$ cat config.mk
export PLATFORM = sky130hd
export DESIGN_NAME = scratch_pad_arbiter
export DESIGN_NICKNAME = d
export VERILOG_FILES = /design/src/rtl/scratch_pad_arbiter.sv
export SDC_FILE = /design/constraint.sdc
export NUM_CORES = 1
export LEC_CHECK = 0
export CAP_MARGIN = 20
export CORE_MARGIN = 4
export CORE_UTILIZATION = 40
export DETAILED_ROUTE_END_ITERATION = 10
export GPL_ROUTABILITY_DRIVEN = 0
export HOLD_SLACK_MARGIN = 0.03
export PLACE_DENSITY = 0.86
export SETUP_SLACK_MARGIN = 0.15
export SYNTH_ARGS = -nofsm -noshare
export SYNTH_HDL_FRONTEND = slang
export SYNTH_SLANG_ARGS = --single-unit
export TNS_END_PERCENT = 50
$ cat constraint.sdc
create_clock -name clk_i -period 1.75 [get_ports clk_i]
set_input_delay 0.4375 -clock clk_i [delete_from_list [all_inputs] [get_ports clk_i]]
set_output_delay 0.4375 -clock clk_i [all_outputs]
set_load 0.01 [all_outputs]
$ cat src/rtl/scratch_pad_arbiter.sv
// Round-robin arbiter sharing one single-port scratch-pad SRAM among NumReq requesters.
// Registered SRAM command in stage 1, read response returned in stage 2 (fixed 2-cycle latency).
module scratch_pad_arbiter #(
  parameter int  DWidth = 8,
  parameter int  Depth  = 1024,
  parameter int  NumReq = 2,
  localparam int Index  = $clog2(Depth),
  localparam int PtrW   = (NumReq > 1) ? $clog2(NumReq) : 1
) (
  input  logic                     clk_i,
  input  logic                     rst_i,
  input  logic [NumReq-1:0]        req_valid_i,
  output logic [NumReq-1:0]        req_ready_o,
  input  logic [NumReq-1:0]        req_we_i,
  input  logic [NumReq*Index-1:0]  req_addr_i,
  input  logic [NumReq*DWidth-1:0] req_wdata_i,
  output logic [NumReq-1:0]        rsp_valid_o,
  output logic                     rsp_err_o,
  output logic [DWidth-1:0]        rsp_rdata_o,
  output logic                     sram_csb_o,
  output logic                     sram_web_o,
  output logic                     sram_oeb_o,
  output logic [Index-1:0]         sram_addr_o,
  output logic [DWidth-1:0]        sram_wdata_o,
  input  logic [DWidth-1:0]        sram_rdata_i
);

  function automatic logic [NumReq-1:0] id_to_onehot(input logic [PtrW-1:0] id);
    logic [NumReq-1:0] oh;
    oh     = '0;
    oh[id] = 1'b1;
    return oh;
  endfunction

  logic [PtrW-1:0]   ptr_r;
  logic [PtrW-1:0]   win_s;
  logic [PtrW-1:0]   ptr_nxt_s;
  logic [PtrW:0]     scan_s;
  logic [NumReq-1:0] grant_s;
  logic              found_s;
  logic              sel_we_s;
  logic              in_range_s;
  logic [Index-1:0]  sel_addr_s;
  logic [DWidth-1:0] sel_wdata_s;

  logic              csb_r;
  logic              web_r;
  logic [Index-1:0]  addr_r;
  logic [DWidth-1:0] wdata_r;
  logic              s1_rd_r;
  logic              s1_err_r;
  logic [PtrW-1:0]   s1_id_r;

  logic              oeb_r;
  logic [NumReq-1:0] rsp_valid_r;
  logic              rsp_err_r;

  // Round-robin scan starting at ptr_r; first valid requester wins.
  always_comb begin
    grant_s = '0;
    found_s = 1'b0;
    win_s   = '0;
    scan_s  = '0;
    for (int k = 0; k < NumReq; k++) begin
      scan_s = {1'b0, ptr_r} + (PtrW+1)'(k);
      if (scan_s >= (PtrW+1)'(NumReq)) begin
        scan_s = scan_s - (PtrW+1)'(NumReq);
      end else begin
        scan_s = scan_s;
      end
      if (!found_s && req_valid_i[scan_s[PtrW-1:0]]) begin
        grant_s[scan_s[PtrW-1:0]] = 1'b1;
        win_s                     = scan_s[PtrW-1:0];
        found_s                   = 1'b1;
      end else begin
        found_s = found_s;
      end
    end
  end

  // Winner's command fields, address range check and next pointer.
  always_comb begin
    sel_we_s    = req_we_i[win_s];
    sel_addr_s  = req_addr_i[win_s*Index +: Index];
    sel_wdata_s = req_wdata_i[win_s*DWidth +: DWidth];
    in_range_s  = (32'(sel_addr_s) < 32'(Depth));
    if (win_s == PtrW'(NumReq-1)) begin
      ptr_nxt_s = '0;
    end else begin
      ptr_nxt_s = win_s + PtrW'(1);
    end
  end

  // Pointer advances past the winner only when a handshake happens.
  always_ff @(posedge clk_i or posedge rst_i) begin
    if (rst_i) begin
      ptr_r <= '0;
    end else if (found_s) begin
      ptr_r <= ptr_nxt_s;
    end
  end

  // Stage 1: SRAM command register; out-of-range commands never select the macro.
  always_ff @(posedge clk_i or posedge rst_i) begin
    if (rst_i) begin
      csb_r    <= 1'b1;
      web_r    <= 1'b1;
      addr_r   <= '0;
      wdata_r  <= '0;
      s1_rd_r  <= 1'b0;
      s1_err_r <= 1'b0;
      s1_id_r  <= '0;
    end else begin
      csb_r    <= ~(found_s & in_range_s);
      web_r    <= ~(found_s & in_range_s & sel_we_s);
      if (found_s && in_range_s) begin
        addr_r  <= sel_addr_s;
        wdata_r <= sel_wdata_s;
      end
      s1_rd_r  <= found_s & ~sel_we_s;
      s1_err_r <= ~in_range_s;
      s1_id_r  <= win_s;
    end
  end

  // Stage 2: read response qualifiers and SRAM output enable.
  always_ff @(posedge clk_i or posedge rst_i) begin
    if (rst_i) begin
      oeb_r       <= 1'b1;
      rsp_valid_r <= '0;
      rsp_err_r   <= 1'b0;
    end else begin
      oeb_r       <= ~(s1_rd_r & ~s1_err_r);
      rsp_valid_r <= s1_rd_r ? id_to_onehot(s1_id_r) : '0;
      rsp_err_r   <= s1_rd_r & s1_err_r;
    end
  end

  assign req_ready_o  = grant_s;
  assign sram_csb_o   = csb_r;
  assign sram_web_o   = web_r;
  assign sram_oeb_o   = oeb_r;
  assign sram_addr_o  = addr_r;
  assign sram_wdata_o = wdata_r;
  assign rsp_valid_o  = rsp_valid_r;
  assign rsp_err_o    = rsp_err_r;
  // SRAM data arrives during stage 2, so it is gated rather than registered again.
  assign rsp_rdata_o  = ((|rsp_valid_r) && !rsp_err_r) ? sram_rdata_i : '0;

endmodule

==> results of run 1 <==
## placed cells by master (no fill, tap or decap), types with 5 or more instances in the layout
cell type / n
clkdlybuf4s50_1: 46
dlygate4sd2_1: 25
dfrtp_1: 23
mux2i_1: 18
and3_1: 18
a31oi_1: 18
o21ai_1: 18
buf_2: 11
buf_4: 10
nor2b_1: 7
inv_1: 5
## critical path, cell delays in order (launching register included)
cell and delay (ns):
dfrtp_1 0.43, nor2_4 0.23, buf_6 0.13, nor2b_1 0.03
buf_2 0.14
## through the flow
| stage | worst slack [ns] | instance area [µm²] | utilization | hold slack, ns | total power, µW |
|---|---|---|---|---|---|
| finish | 0.0262 | 2240 | 0.672 | 0.404 | 1570 |
| CTS | 0.00144 | 2240 | 0.672 | 0.414 | 1580 |
| global route | -0.0271 | 2240 | 0.672 | 0.437 | 1650 |
| global placement | -0.388 | 2230 | 0.669 | 0.379 | 1300 |
| detailed placement | -0.388 | 2230 | 0.669 | 0.391 | 1320 |
| floorplan | 0.329 | 1370 | - | 0.365 | 975 |
## state kept, by name (all words and copies together), names as in the netlist
register and flops:
sram_oeb_o 1, sram_addr_o 10, s1_id_r 1, sram_csb_o 1
s1_rd_r 1, ptr_r 1, sram_wdata_o 8, sram_web_o 1
rsp_valid_o 2
## where the power goes
group	switching, µW	leakage (µW)	internal, µW
registers	38.3	0.000307	679
logic	244	0.000766	299
clock network	183	0.0000210	127
total	466	0.00109	1100
## logic make-up (layout without fill, tap and decap cells)
kind of cell           after synthesis  count (layout)  share of synthesized area
AOI/OAI and AO/OA                   41              41                      0.179
and+or+nand+nor                     32              32                      0.139
DFF                                 26              26                      0.477
muxes                               18              18                      0.131
buffers and inverters               18             104                     0.0720
other                                1               1                    0.00273
## final timing paths
kind | slack (ns) | to | startpoint
max | 0.03 | rsp_rdata_o[7] | rsp_valid_o[1]$_DFF_PP0_
min | 0.40 | rsp_valid_o[0]$_DFF_PP0_ | rst_i
max reg2reg | 0.51 | sram_wdata_o[2]$_DFFE_PP0N_ | ptr_r$_DFFE_PP0N_
min reg2reg | 0.41 | sram_oeb_o$_DFF_PP1_ | s1_rd_r$_DFF_PP0_
max in group asynchronous | 1.09 | sram_csb_o$_DFF_PP1_ | rst_i
min in group clk_i | 0.41 | sram_oeb_o$_DFF_PP1_ | s1_rd_r$_DFF_PP0_
## per-layer routing
| layer | share of wire | track usage |
|---|---|---|
| met5 | 0 | 0 |
| met3 | 0.084 | 0.0523 |
| met4 | 0 | 0.0228 |
| met2 | 0.53 | 0.342 |
| met1 | 0.39 | 0.186 |
## final cells by class
| class | count | share of cell area |
|---|---|---|
| timing repair buffer | 95 | 0.376 |
| sequential | 26 | 0.292 |
| multi-input combinational | 92 | 0.282 |
| tap | 46 | 0.0257 |
| clock buffer | 4 | 0.0162 |
| inverter | 5 | 0.00837 |
## what timing repair did
item,in CTS,in global routing
gates resized for setup,69,3
hold buffers,0,0
pin swaps,1,1
cloned,0,0
setup buffers,4,0
endpoints found under the setup margin,33,9
==> flow_metrics.py, run 1 <==
metrics = {
    "timing": {
        "rsz0062_at_grt": "true",
        "finalCritPeriodShare": 0.985,
        "fmax_mhz": 580,
        "fin_setup_tns_ns": 0,
        "fin_crit_ns": 1.72,
        "hold_violations": 0,
        "slew_viol_final": 0,
        "setup_violations": 0,
        "fin_skew_ns": 0.00550,
    },
    "routing": {
        "vias_per_cell": 5.08,
        "route.antenna.remaining_nets": 0,
        "drt_iter0_drc": 59,
        "wirelength_um": 3900,
        "wl_per_cell_um": 14.6,
        "drc": 0,
        "vias": 1362,
        "drtPass1Iterations": 4,
    },
    "placement": {
        "dp_cells": 260,
        "dp.final_hpwl_um": 3000,
        "port-buffer-count": 82,
    },
    "clock_network": {
        "cts_tree": "yes",
        "root_buffer": "clkbuf_4",
        "htreeDepth": 1,
        "cts.clk_slew.worst_paths_ns": 0.15,
        "cts.sinks": 26,
        "numCtsBuffers": 3,
        "clk_path_buf_depth": 2,
        "clock_latency_ns": 0.32,
    },
    "global_routing": {
        "grt-ovfl-total": 0,
        "grtUsageTotal": 0.175,
        "grt_pass1_wl_um": 6020,
        "antenna_found_initial": 0,
        "grt_max_degree": 31,
        "grt_pass1_vias": 1338,
    },
    "worst_setup_path": {
        "required_ns": 1.31,
        "worstRegToRegCells": 5,
        "cp-start-kind": "register",
        "cp_max_fo": 7,
        "cp-end-kind": "output pin",
        "arrival_ns": 1.29,
        "critical_path_class": "register to output pin",
    },
    "floorplan": {
        "die-area_um2": 4430,
        "dieHeight_um": 66.6,
        "io-pin-count": 84,
        "core_um2": 3340,
        "die-width_um": 66.6,
        "rows": 21,
        "start_util": 0.411,
    },
    "flow_run": {
        "max-cap-violations": 0,
    },
    "finish": {
        "syn_to_final_growth_pct": 63.4,
        "ff_latch_area_um2": 654,
        "n_fill_cell": 303,
        "drive_gt1_frac": 0.158,
        "finalNetCount": 273,
        "diodes": 0,
        "fin_cells": 268,
        "multi_input_comb_area_um2": 632,
    },
    "synthesis": {
        "async_reset_ff_frac": 1.00,
        "syn_inst": 136,
        "synth_fp_nets": 186,
        "synth-seq-cells": 26,
        "synth_cell_types": 21,
        "synth_seq_area_share": 0.477,
        "ys_warn_count": 0,
        "synth_area_leaders": "dfrtp_1 (42%), mux2i_1 (13%), a31oi_1 (8.2%)",
        "synth.largest_area_cell": "dfrtp_1",
        "synth_edf_count": 0,
        "synth_top_area_frac": 0.419,
        "synth-main-ff-cell": "dfrtp_1",
        "synthTopCellsByCount": "dfrtp_1 (23), a31oi_1 (18), and3_1 (18), mux2i_1 (18), o21ai_1 (18)",
        "syn_area_um2": 1370,
        "avgSynthCellArea_um2": 10.1,
        "yosysMostFrequentCell": "dfrtp_1",
    },
    "worst_hold_path": {
        "holdCritPathClass": "input pin to async pin",
    },
    "power_and_ir_drop": {
        "ir_drop_v": 0.000374,
        "powerDensity_nw_per_um2": 700,
        "leakagePower_uw": 0.00109,
    },
    "run_status": {
        "status": "complete, no violations",
    },
}
Note: power is estimated with default switching activity, not from simulation.
==> inputs of run 2 (changes only) <==
GPL_TIMING_DRIVEN = 0   (was default)
==> run 2 against run 1 <==
Flip-flop and latch count did not move. Highest routed layer is now met4. Utilization up 3.3 points. Sequential power about the same. Die area unchanged. Combinational power grew 7.9%. First-iteration DRC count decreased by 44%. Critical path type unchanged. Final cell count increased by 2.2%.
==> flow_metrics.py, run 2 (synthesis results as in run 1) <==
metrics = {
    "worst_setup_path": {
        "critical_path.slowest_cell": "dfrtp_1",
        "required_ns": 1.31,
        "max_stage_delay_ns": 0.44,
        "arrival_ns": 1.28,
        "critical_path_class": "register to output pin",
        "worstRegToRegCells": 6,
        "cp_max_fo": 6,
        "cp-end-kind": "output pin",
        "cp-start-kind": "register",
        "reg2reg_slack_ns": 0.45,
        "crit_chain": "nor2_4, buf_6, nor2b_1, buf_2",
    },
    "power_and_ir_drop": {
        "powerDensity_nw_per_um2": 689,
        "total_power_uw": 1620,
        "leakagePower_uw": 0.00114,
        "ir_drop_v": 0.000351,
    },
    "global_routing": {
        "grt_max_degree": 27,
        "antenna_found_initial": 0,
        "grt_pass1_vias": 1452,
        "grt_pass1_wl_um": 6700,
        "grtUsageTotal": 0.196,
        "grt-ovfl-total": 0,
    },
    "finish": {
        "drive_gt1_frac": 0.180,
        "layout_commonest_cell": "clkdlybuf4s50_1",
        "n_fill_cell": 274,
        "syn_to_final_growth_pct": 71.5,
        "diodes": 0,
        "largest_reg_flops": 10,
        "fin_cells": 274,
        "final_cell_mix": "clkdlybuf4s50_1 (47), dfrtp_1 (23), dlygate4sd2_1 (21)",
        "finalNetCount": 279,
    },
    "clock_network": {
        "htreeDepth": 1,
        "numCtsBuffers": 3,
        "cts_tree": "yes",
        "clock_latency_ns": 0.32,
        "cts.clk_slew.worst_paths_ns": 0.15,
        "postCtsHoldBufs": 0,
        "cts.sinks": 26,
        "clk_path_buf_depth": 2,
        "root_buffer": "clkbuf_4",
    },
    "timing": {
        "rsz0062_at_grt": "true",
        "setup_violations": 0,
        "fin_crit_ns": 1.71,
        "fmax_mhz": 584,
        "holdWs_ns": 0.348,
        "fin_skew_ns": 0.00380,
        "slew_viol_final": 0,
        "finalCritPeriodShare": 0.979,
        "hold_violations": 0,
    },
    "routing": {
        "drtPass1Iterations": 4,
        "vias_per_cell": 5.13,
        "vias": 1406,
        "wl_per_cell_um": 15.4,
        "wirelength_um": 4230,
        "drt_iter0_drc": 33,
        "drc": 0,
        "route.antenna.remaining_nets": 0,
    },
    "floorplan": {
        "io-pin-count": 84,
        "rows": 21,
        "start_util": 0.411,
        "die-width_um": 66.6,
        "die-area_um2": 4430,
        "dieHeight_um": 66.6,
        "core_um2": 3340,
    },
    "placement": {
        "dp_cells": 264,
        "dp.final_hpwl_um": 3050,
        "port-buffer-count": 82,
    },
    "flow_run": {
        "max-cap-violations": 0,
    },
    "run_status": {
        "status": "complete, no violations",
    },
    "worst_hold_path": {
        "holdCritPathClass": "input pin to async pin",
    },
}
[run 2: cell count changes in the layout (fill, tap and decap cells not counted), sizes merged]
| cell | delta |
|---|---|
| clkdlybuf4s50 | +1 |
| dlygate4sd2 | -4 |
| clkdlybuf4s15 | +3 |
| buf | +1 |
| clkbuf | +5 |
[run 2: stage by stage]
stage                     setup TNS (ns)  instance area (µm²)  setup WS [ns]   util
after detailed placement           -3.55                 2250         -0.811  0.675
after global placement             -3.15                 2250         -0.821  0.675
after CTS                              0                 2290         0.0284  0.687
final                                  0                 2350         0.0365  0.705
after floorplan                        0                 1370          0.329      -
after global routing             -0.0724                 2350        -0.0252  0.705
[run 2: layer usage]
metal  vias to the layer above  GRT usage  part of all wire  routed length (µm)
met4                         0     0.0279            0.0045                  19
met2                        54      0.359              0.51                2160
li1                        674          -                 -                   -
met3                         4     0.0573             0.080                 340
met1                       674      0.227              0.41                1710
met5                         -          0                 0                   0
[run 2: where the power goes]
part           total (µW)  switching (µW)  internal [µW]
sequential            718            39.2            679
clock                 317             189            127
combinational         586             260            326
[run 2: layout make-up]
class                      count  area, µm²  share of cell area
clock buffer                   4       36.3              0.0154
timing repair buffer          88        833               0.354
tap                           46       57.6              0.0245
sequential                    26        654               0.278
multi-input combinational     92        651               0.276
inverter                       5       18.8             0.00797
buffer                        13        103              0.0436
[run 2: worst paths after layout]
path	startpoint	endpoint
max in group asynchronous	rst_i	sram_oeb_o$_DFF_PP1_
setup / recovery	rsp_valid_o[1]$_DFF_PP0_	rsp_rdata_o[4]
hold reg to reg	s1_id_r$_DFF_PP0_	rsp_valid_o[0]$_DFF_PP0_
hold / removal	rst_i	rsp_valid_o[0]$_DFF_PP0_
setup reg to reg	ptr_r$_DFFE_PP0N_	sram_addr_o[4]$_DFFE_PP0N_
min in group clk_i	s1_id_r$_DFF_PP0_	rsp_valid_o[0]$_DFF_PP0_
[run 2: critical path: cells and delay by family, from the launching register on]
kind,cells,cell delay (ns)
AND/OR/NAND/NOR,2,0.25
flip-flops,1,0.44
buffers and inverters,2,0.27
[run 2: repair_timing]
| action | 4_1_cts | 5_1_grt |
|---|---|---|
| gates resized for setup | 82 | 13 |
| setup buffers | 4 | 1 |
| endpoints found under the hold margin | 0 | 0 |
| pin swaps | 1 | 1 |
| endpoints found under the setup margin | 33 | 12 |
